===== config.mk =====
export PLATFORM = sky130hd
export DESIGN_NAME = mem_io_bridge_flat
export DESIGN_NICKNAME = d
export VERILOG_FILES = /design/src/rtl/mem_io_bridge_pkg.sv /design/src/rtl/mem_io_bridge_if.sv /design/src/rtl/mem_io_bridge_char.sv /design/src/rtl/mem_io_bridge.sv /design/src/flat_wrapper.sv
export SDC_FILE = /design/constraint.sdc
export NUM_CORES = 1
export LEC_CHECK = 0
export ABC_AREA = 1
export BUFFER_PORTS_ARGS = -buffer_cell sky130_fd_sc_hd__buf_2
export CORE_UTILIZATION = 54
export DETAILED_ROUTE_END_ITERATION = 6
export PLACE_DENSITY = 0.78
export REMOVE_ABC_BUFFERS = 1
export SLEW_MARGIN = 15
export SYNTH_ARGS = -nofsm -noshare
export SYNTH_HDL_FRONTEND = slang
export SYNTH_HIERARCHICAL = 1
export SYNTH_SLANG_ARGS = --single-unit

===== constraint.sdc =====
create_clock -name clk -period 3.3 [get_ports clk]
set_input_delay 0.99 -clock clk [delete_from_list [all_inputs] [get_ports clk]]
set_output_delay 0.99 -clock clk [all_outputs]
set_load 0.01 [all_outputs]

===== src/rtl/mem_io_bridge_pkg.sv =====
// Shared definitions for the data-memory / MMIO bridge: register offsets,
// STATUS bit positions, read-source select and the window decode helper.
package mem_io_bridge_pkg;

   localparam logic [7:0] OFF_TX     = 8'h00;
   localparam logic [7:0] OFF_STATUS = 8'h04;
   localparam logic [7:0] OFF_CNT_LO = 8'h08;
   localparam logic [7:0] OFF_CNT_HI = 8'h0C;
   localparam logic [7:0] OFF_HALT   = 8'h10;

   localparam int ST_FULL    = 0;
   localparam int ST_EMPTY   = 1;
   localparam int ST_OVF     = 2;
   localparam int ST_CNT_LSB = 4;

   typedef enum logic {
      SEL_RAM  = 1'b0,
      SEL_MMIO = 1'b1
   } sel_e;

   // The window is one 256 MB region selected by the top address nibble.
   function automatic logic in_window(input logic [3:0] addr_hi, input logic [3:0] base_hi);
      return addr_hi == base_hi;
   endfunction

endpackage


===== src/rtl/mem_io_bridge_if.sv =====
// Core-side, RAM-side and peripheral-side signals of the bridge.
// The bridge takes the slave view; the core/RAM/sink environment takes the master view.
interface mem_io_bridge_if;

   logic        read;
   logic [31:0] read_address;
   logic [3:0]  write;
   logic [31:0] write_address;
   logic [31:0] DATA_out;
   logic [31:0] DATA_in;

   logic        ram_read;
   logic [31:0] ram_read_address;
   logic [3:0]  ram_write;
   logic [31:0] ram_write_address;
   logic [31:0] ram_data_out;
   logic [31:0] ram_data_in;

   logic [7:0]  tx_data;
   logic        tx_valid;
   logic        tx_ready;
   logic        halt;
   logic [31:0] halt_code;

   modport slave (
      input  read, read_address, write, write_address, DATA_out, ram_data_in, tx_ready,
      output DATA_in, ram_read, ram_read_address, ram_write, ram_write_address, ram_data_out,
      output tx_data, tx_valid, halt, halt_code
   );

   modport master (
      output read, read_address, write, write_address, DATA_out, ram_data_in, tx_ready,
      input  DATA_in, ram_read, ram_read_address, ram_write, ram_write_address, ram_data_out,
      input  tx_data, tx_valid, halt, halt_code
   );

endinterface


===== src/rtl/mem_io_bridge_char.sv =====
// Synchronous character FIFO; a push on full is accepted only alongside a pop,
// otherwise it is dropped and flagged on o_drop for that cycle. Head reads 0 when empty.
module char_fifo #(
   parameter int DEPTH = 8,
   parameter int WIDTH = 8
) (
   input  logic                     clk,
   input  logic                     reset,
   input  logic                     i_push,
   input  logic [WIDTH-1:0]         i_push_dat,
   input  logic                     i_pop,
   output logic [WIDTH-1:0]         o_head_dat,
   output logic                     o_full,
   output logic                     o_empty,
   output logic [$clog2(DEPTH):0]   o_count,
   output logic                     o_drop
);
   localparam int AW = $clog2(DEPTH);

   logic [WIDTH-1:0] r_mem [DEPTH];
   logic [AW:0]      r_wr_ptr;
   logic [AW:0]      r_rd_ptr;
   logic             w_do_push;
   logic             w_do_pop;

   // Extra pointer MSB tells full from empty when the index bits match.
   assign o_empty   = (r_wr_ptr == r_rd_ptr);
   assign o_full    = (r_wr_ptr[AW] != r_rd_ptr[AW]) && (r_wr_ptr[AW-1:0] == r_rd_ptr[AW-1:0]);
   assign o_count   = r_wr_ptr - r_rd_ptr;
   assign w_do_pop  = i_pop & ~o_empty;
   assign w_do_push = i_push & (~o_full | w_do_pop);
   assign o_drop    = i_push & ~w_do_push;
   assign o_head_dat = o_empty ? '0 : r_mem[r_rd_ptr[AW-1:0]];

   always_ff @(posedge clk) begin
      if (w_do_push) begin
         r_mem[r_wr_ptr[AW-1:0]] <= i_push_dat;
      end
   end

   always_ff @(posedge clk) begin
      if (reset) begin
         r_wr_ptr <= '0;
         r_rd_ptr <= '0;
      end else begin
         if (w_do_push) r_wr_ptr <= r_wr_ptr + 1'b1;
         if (w_do_pop)  r_rd_ptr <= r_rd_ptr + 1'b1;
      end
   end

endmodule


===== src/rtl/mem_io_bridge.sv =====
// Splits core data accesses between the RAM and a local MMIO window holding a TX FIFO,
// a 64-bit cycle counter with coherent high-word shadow, and a sticky halt register.
module mem_io_bridge
   import mem_io_bridge_pkg::*;
#(
   parameter int          FIFO_DEPTH = 8,
   parameter logic [31:0] MMIO_BASE  = 32'h8000_0000
) (
   input  logic           clk,
   input  logic           reset,
   mem_io_bridge_if.slave bus
);
   localparam int CW = $clog2(FIFO_DEPTH) + 1;

   logic          w_rd_mmio;
   logic          w_wr_mmio;
   logic [7:0]    w_rd_off;
   logic [7:0]    w_wr_off;
   logic          w_mmio_rd;
   logic          w_push;
   logic          w_drop;
   logic          w_halt_wr;
   logic          w_full;
   logic          w_empty;
   logic [7:0]    w_head;
   logic [CW-1:0] w_count;
   logic [31:0]   w_status;
   logic [31:0]   w_mmio_rdata;

   logic [63:0]   r_cnt;
   logic [31:0]   r_shadow;
   logic [31:0]   r_mmio_rdata;
   logic [31:0]   r_halt_code;
   logic          r_ovf;
   logic          r_halt;
   sel_e          r_sel;

   assign w_rd_mmio = in_window(bus.read_address[31:28], MMIO_BASE[31:28]);
   assign w_wr_mmio = in_window(bus.write_address[31:28], MMIO_BASE[31:28]);
   assign w_rd_off  = bus.read_address[7:0];
   assign w_wr_off  = bus.write_address[7:0];
   assign w_mmio_rd = bus.read & w_rd_mmio;

   assign bus.ram_read          = bus.read & ~w_rd_mmio;
   assign bus.ram_read_address  = bus.read_address;
   assign bus.ram_write         = w_wr_mmio ? 4'b0000 : bus.write;
   assign bus.ram_write_address = bus.write_address;
   assign bus.ram_data_out      = bus.DATA_out;

   assign w_push    = w_wr_mmio && (w_wr_off == OFF_TX) && bus.write[0];
   assign w_halt_wr = w_wr_mmio && (w_wr_off == OFF_HALT) && (|bus.write);

   char_fifo #(
      .DEPTH (FIFO_DEPTH),
      .WIDTH (8)
   ) u_char_fifo (
      .clk        (clk),
      .reset      (reset),
      .i_push     (w_push),
      .i_push_dat (bus.DATA_out[7:0]),
      .i_pop      (bus.tx_ready),
      .o_head_dat (w_head),
      .o_full     (w_full),
      .o_empty    (w_empty),
      .o_count    (w_count),
      .o_drop     (w_drop)
   );

   assign bus.tx_data  = w_head;
   assign bus.tx_valid = ~w_empty;

   // A drop in the same cycle as a STATUS read must already be visible to that read.
   always_comb begin
      w_status           = (32'(w_count) & 32'h0000_000F) << ST_CNT_LSB;
      w_status[ST_FULL]  = w_full;
      w_status[ST_EMPTY] = w_empty;
      w_status[ST_OVF]   = r_ovf | w_drop;
   end

   always_comb begin
      w_mmio_rdata = 32'h0;
      case (w_rd_off)
         OFF_STATUS: w_mmio_rdata = w_status;
         OFF_CNT_LO: w_mmio_rdata = r_cnt[31:0];
         OFF_CNT_HI: w_mmio_rdata = r_shadow;
         default:    w_mmio_rdata = 32'h0;
      endcase
   end

   always_ff @(posedge clk) begin
      if (reset) begin
         r_cnt        <= '0;
         r_shadow     <= '0;
         r_mmio_rdata <= '0;
         r_ovf        <= 1'b0;
         r_halt       <= 1'b0;
         r_halt_code  <= '0;
         r_sel        <= SEL_RAM;
      end else begin
         r_cnt <= r_cnt + 64'd1;

         if (bus.read) begin
            r_sel <= w_rd_mmio ? SEL_MMIO : SEL_RAM;
         end
         if (w_mmio_rd) begin
            r_mmio_rdata <= w_mmio_rdata;
         end
         if (w_mmio_rd && (w_rd_off == OFF_CNT_LO)) begin
            r_shadow <= r_cnt[63:32];
         end

         if (w_drop) begin
            r_ovf <= 1'b1;
         end else if (w_mmio_rd && (w_rd_off == OFF_STATUS)) begin
            r_ovf <= 1'b0;
         end

         if (w_halt_wr && !r_halt) begin
            r_halt      <= 1'b1;
            r_halt_code <= bus.DATA_out;
         end
      end
   end

   assign bus.DATA_in   = (r_sel == SEL_MMIO) ? r_mmio_rdata : bus.ram_data_in;
   assign bus.halt      = r_halt;
   assign bus.halt_code = r_halt_code;

endmodule


===== src/flat_wrapper.sv =====
// flat-port wrapper written by rule: the top's interface ports become plain ports
module mem_io_bridge_flat import mem_io_bridge_pkg::*;
#(
   parameter int          FIFO_DEPTH = 8,
   parameter logic [31:0] MMIO_BASE  = 32'h8000_0000
)
  (clk, reset, bus_read, bus_read_address, bus_write, bus_write_address, bus_DATA_out, bus_ram_data_in, bus_tx_ready, bus_DATA_in, bus_ram_read, bus_ram_read_address, bus_ram_write, bus_ram_write_address, bus_ram_data_out, bus_tx_data, bus_tx_valid, bus_halt, bus_halt_code);
  mem_io_bridge_if bus_i ();
  input  logic clk;
  input  logic reset;
  input wire logic [$bits(bus_i.read)-1:0] bus_read;
  input wire logic [$bits(bus_i.read_address)-1:0] bus_read_address;
  input wire logic [$bits(bus_i.write)-1:0] bus_write;
  input wire logic [$bits(bus_i.write_address)-1:0] bus_write_address;
  input wire logic [$bits(bus_i.DATA_out)-1:0] bus_DATA_out;
  input wire logic [$bits(bus_i.ram_data_in)-1:0] bus_ram_data_in;
  input wire logic [$bits(bus_i.tx_ready)-1:0] bus_tx_ready;
  output wire logic [$bits(bus_i.DATA_in)-1:0] bus_DATA_in;
  output wire logic [$bits(bus_i.ram_read)-1:0] bus_ram_read;
  output wire logic [$bits(bus_i.ram_read_address)-1:0] bus_ram_read_address;
  output wire logic [$bits(bus_i.ram_write)-1:0] bus_ram_write;
  output wire logic [$bits(bus_i.ram_write_address)-1:0] bus_ram_write_address;
  output wire logic [$bits(bus_i.ram_data_out)-1:0] bus_ram_data_out;
  output wire logic [$bits(bus_i.tx_data)-1:0] bus_tx_data;
  output wire logic [$bits(bus_i.tx_valid)-1:0] bus_tx_valid;
  output wire logic [$bits(bus_i.halt)-1:0] bus_halt;
  output wire logic [$bits(bus_i.halt_code)-1:0] bus_halt_code;
  assign bus_i.read = bus_read;
  assign bus_i.read_address = bus_read_address;
  assign bus_i.write = bus_write;
  assign bus_i.write_address = bus_write_address;
  assign bus_i.DATA_out = bus_DATA_out;
  assign bus_i.ram_data_in = bus_ram_data_in;
  assign bus_i.tx_ready = bus_tx_ready;
  assign bus_DATA_in = bus_i.DATA_in;
  assign bus_ram_read = bus_i.ram_read;
  assign bus_ram_read_address = bus_i.ram_read_address;
  assign bus_ram_write = bus_i.ram_write;
  assign bus_ram_write_address = bus_i.ram_write_address;
  assign bus_ram_data_out = bus_i.ram_data_out;
  assign bus_tx_data = bus_i.tx_data;
  assign bus_tx_valid = bus_i.tx_valid;
  assign bus_halt = bus_i.halt;
  assign bus_halt_code = bus_i.halt_code;
  mem_io_bridge #(.FIFO_DEPTH(FIFO_DEPTH), .MMIO_BASE(MMIO_BASE)) u_core (.clk(clk), .reset(reset), .bus(bus_i));
endmodule

==> impl_metrics.env <==
export IMPL_status="finished, final reports clean"
export IMPL_cts_root_buf="clkbuf_16"
export IMPL_die_w_um=155
export IMPL_clkLatencyLatePin_ps=530
export IMPL_dieArea_sq_mm=0.0239
export IMPL_setup_viol=0
export IMPL_antenna_found_initial=0
export IMPL_ctsHoldBuffers=0
export IMPL_synth_top_area_share_pct=27.7
export IMPL_hp_class="reg2reg"
export IMPL_p_leak_nw=5.83
export IMPL_drt_pre_antenna_iters=6
export IMPL_utilization_pct=62.3
export IMPL_yosysUniqueCellTypes=42
export IMPL_async_reset_ff_share_pct=0
export IMPL_finalNetCount=1953
export IMPL_antenna_left=0
export IMPL_rsz0062_at_grt="false"
export IMPL_worstSetupPathType="reg2out"
export IMPL_synth_simple_area_share_pct=28.6
export IMPL_slew_viol_final=0
export IMPL_synth_compound_area_share_pct=10.7
export IMPL_clk_pin_slew_ps=60
export IMPL_synth_flop_cell="dfxtp_1"
export IMPL_dp_slack_ps=532
export IMPL_drcViolationCount=0
export IMPL_setup_tns_ps=0
export IMPL_synth_largest_area_cell="dfxtp_1"
export IMPL_post_cts_resized=0
export IMPL_relSlewSlack_pct=31.6
export IMPL_coreArea_sq_mm=0.0227
export IMPL_path_buf_inv=3
export IMPL_drive_gt1_share_pct=21.2
export IMPL_slowest_stage="inv_2"
export IMPL_grt_use_total_pct=30.4
export IMPL_cts_setup_buffers=0
export IMPL_netlist_area_sq_mm=0.0126
export IMPL_synth_area_leaders="dfxtp_1, edfxtp_1, nand2_1, nor2_1, buf_4"
export IMPL_htreeDepth=1
export IMPL_wl_per_cell_um=17.5
export IMPL_p_sw_share_pct=21.6
export IMPL_rows=55
export IMPL_clk_path_buf_depth=3
export IMPL_overflow=0
export IMPL_design_portCount=311
export IMPL_crit_chain="buf_4 > inv_2 > o21ai_0 > o21ai_0 > nor2_1 > nor2_1 > buf_2"
export IMPL_worstPathArrival_ps=2170
export IMPL_yosys_warnings=6
export IMPL_synthAdderAreaFrac_pct=0.757
export IMPL_p_int_w=0.00508
export IMPL_port_buffer_count=230
export IMPL_avgViaCountPerCell=5.36
export IMPL_worstPathRequired_ps=2310
export IMPL_drv_cap=0
export IMPL_vdd_drop_max_mv=0.365
export IMPL_antennaDiodeCount=0
export IMPL_critPathLaunchType="flop"
export IMPL_fin_crit_ps=3160
export IMPL_synth_edf_count=64
export IMPL_syn_to_final_growth_pct=12.6
export IMPL_gp_congestion=0.936
export IMPL_fin_ws_ps=143
export IMPL_pwr_share_comb_pct=5.7
export IMPL_fillCellCount=2054
export IMPL_cts_buffers=26
export IMPL_muxShareOfSynthArea_pct=2.87
export IMPL_initial_utilization_pct=55.3
export IMPL_finalHoldViolations=0
export IMPL_synth_top_family_by_area="simple AND/OR/NAND/NOR gates"
export IMPL_crit_family="buffers and inverters"
export IMPL_grt_pass1_wl_um=56300
export IMPL_dp_cells=2067
export IMPL_first_global_vias=10100
export IMPL_dr_total_vias=11300
export IMPL_worstMarginPinSlew_ps=1020
export IMPL_synth_seq_cells=238
export IMPL_drt_iter0_drc=830
export IMPL_synth_xor_area_share_pct=0.837
export IMPL_hpwl_um=28300
export IMPL_p_sw_w=0.00140
export IMPL_critPathMaxStageDelay_ps=410
export IMPL_power_density_mw_per_mm2=458
export IMPL_ys_seq_area_share_pct=43.0
export IMPL_cp_end_kind="output port"
export IMPL_period_share_pct=95.7
export IMPL_instances_no_fill=2114
export IMPL_fp_dieH_um=155
export IMPL_skew_ps=17.1
export IMPL_seqPwrFrac_pct=46.4
export IMPL_grt_max_degree=75
export IMPL_syn_avg_cell_area_sq_um=7.43
export IMPL_fmax_ghz=0.317
export IMPL_synthCells=1691
export IMPL_crit_path_max_fanout=32
export IMPL_cts_tree="yes"
export IMPL_routed_wl_um=37000
export IMPL_clock_power_share_pct=47.9
export IMPL_cts_sinks=238
==> power groups by stage <==
stage / Combinational (W) / Sequential, W / Clock, W
floorplan: 0.000133 / 0.00307 / 0
global placement: 0.000363 / 0.00307 / 0
global route: 0.000401 / 0.00301 / 0.00324
finish: 0.000371 / 0.00301 / 0.00310
detailed placement: 0.000369 / 0.00307 / 0
CTS: 0.000372 / 0.00301 / 0.00313
==> through the flow <==
stage	cell area [sq um]	power, W	hold slack (ps)
2_1_floorplan	11500	0.00321	427
3_3_place_gp	13200	0.00343	434
3_5_place_dp	13200	0.00344	438
4_1_cts	14100	0.00651	447
5_1_grt	14100	0.00665	461
6_report	14100	0.00648	447
==> cell usage after synthesis, types with 7 or more instances <==
| master | n |
|---|---|
| a21oi_1 | 110 |
| buf_2 | 13 |
| buf_4 | 100 |
| clkbuf_1 | 30 |
| dfxtp_1 | 174 |
| edfxtp_1 | 64 |
| inv_1 | 160 |
| mux2_2 | 32 |
| nand2_1 | 311 |
| nand2_2 | 12 |
| nand2_4 | 9 |
| nand3_1 | 110 |
| nand4_1 | 7 |
| nor2_1 | 309 |
| nor2_2 | 12 |
| nor2_4 | 10 |
| nor3_1 | 11 |
| o21ai_0 | 108 |
| o21ai_1 | 37 |
| xor2_1 | 11 |
==> state kept, by name (all words and copies together) (netlist names), named ones only <==
signal / cells
u_core/r_cnt: 64
u_core/u_char_fifo/r_mem: 64
u_core/bus.halt_code: 32
u_core/r_mmio_rdata: 32
u_core/r_shadow: 32
u_core/u_char_fifo/r_rd_ptr: 4
u_core/u_char_fifo/r_wr_ptr: 4
u_core/bus.halt: 1
u_core/r_ovf: 1
u_core/r_sel: 1
==> area by class of cell <==
class / count / area (sq um) / share of cell area (%)
timing repair buffer: 249 / 1320 / 9.32
inverter: 167 / 629 / 4.45
clock inverter: 14 / 214 / 1.51
clock buffer: 33 / 717 / 5.07
tap: 285 / 357 / 2.52
sequential: 238 / 5410 / 38.2
multi-input combinational: 1128 / 5500 / 38.9
==> cells by family (layout without fill, tap and decap cells) <==
family	after synthesis	after routing
AO/OA/AOI/OAI	264	264
XOR/XNOR	12	12
adder cells (fa/ha/maj)	7	7
buffers and inverters	325	463
flip-flops	238	238
multiplexers	32	32
AND/OR/NAND/NOR	813	813
==> layout by cell type (no fill, tap or decap), types with 2 or more instances in the layout <==
cell and instances:
nand2_1 311, nor2_1 309, buf_2 230, dfxtp_1 174, inv_1 159, a21oi_1 110, nand3_1 110, o21ai_0 108
edfxtp_1 64, o21ai_1 37, mux2_2 32, clkbuf_16 26, buf_4 17, nor2_2 12, nand2_2 12, xor2_1 11
nor3_1 11, nor2_4 10, nand2_4 9, inv_2 7, nand4_1 7, ha_1 6, bufinv_16 5, clkbuf_8 4
nor3b_1 4, nor2_8 4, o21a_1 4, o21bai_1 4, clkbuf_1 3, and2_1 3, clkinv_1 2, clkinvlp_2 2
inv_6 2, nand3_2 2, nand3b_1 2, buf_12 2, nand2_8 2
==> metal layers <==
layer  vias up  global-route usage (%)  part of all wire, %
met4         0                    6.03                  1.4
met1      5254                    38.6                   41
met3        39                    11.9                   12
met2       462                    49.1                   46
met5         -                    1.04                    0
li1       5570                       -                    -
==> tightest hold or removal path: stages, from the launching register on <==
cell and delay (ps):
dfxtp_1 290, inv_1 50, a21oi_1 50
==> worst paths after layout <==
kind / startpoint / endpoint / slack [ps] / cells after the start
worst max-delay path: flop / bus_tx_data[7] / 140 / 7
worst min-delay path: u_core/r_shadow[18]$_SDFFE_PP0P_ / u_core/r_shadow[18]$_SDFFE_PP0P_ / 450 / 2
worst max register to register: u_core/u_char_fifo/r_wr_ptr[0]$_SDFFE_PP0P_ / u_core/u_char_fifo/r_mem[6][0]$_DFFE_PP_ / 1090 / 9
worst min register to register: u_core/r_shadow[18]$_SDFFE_PP0P_ / u_core/r_shadow[18]$_SDFFE_PP0P_ / 450 / 2
Note: power is estimated with default switching activity, not from simulation.
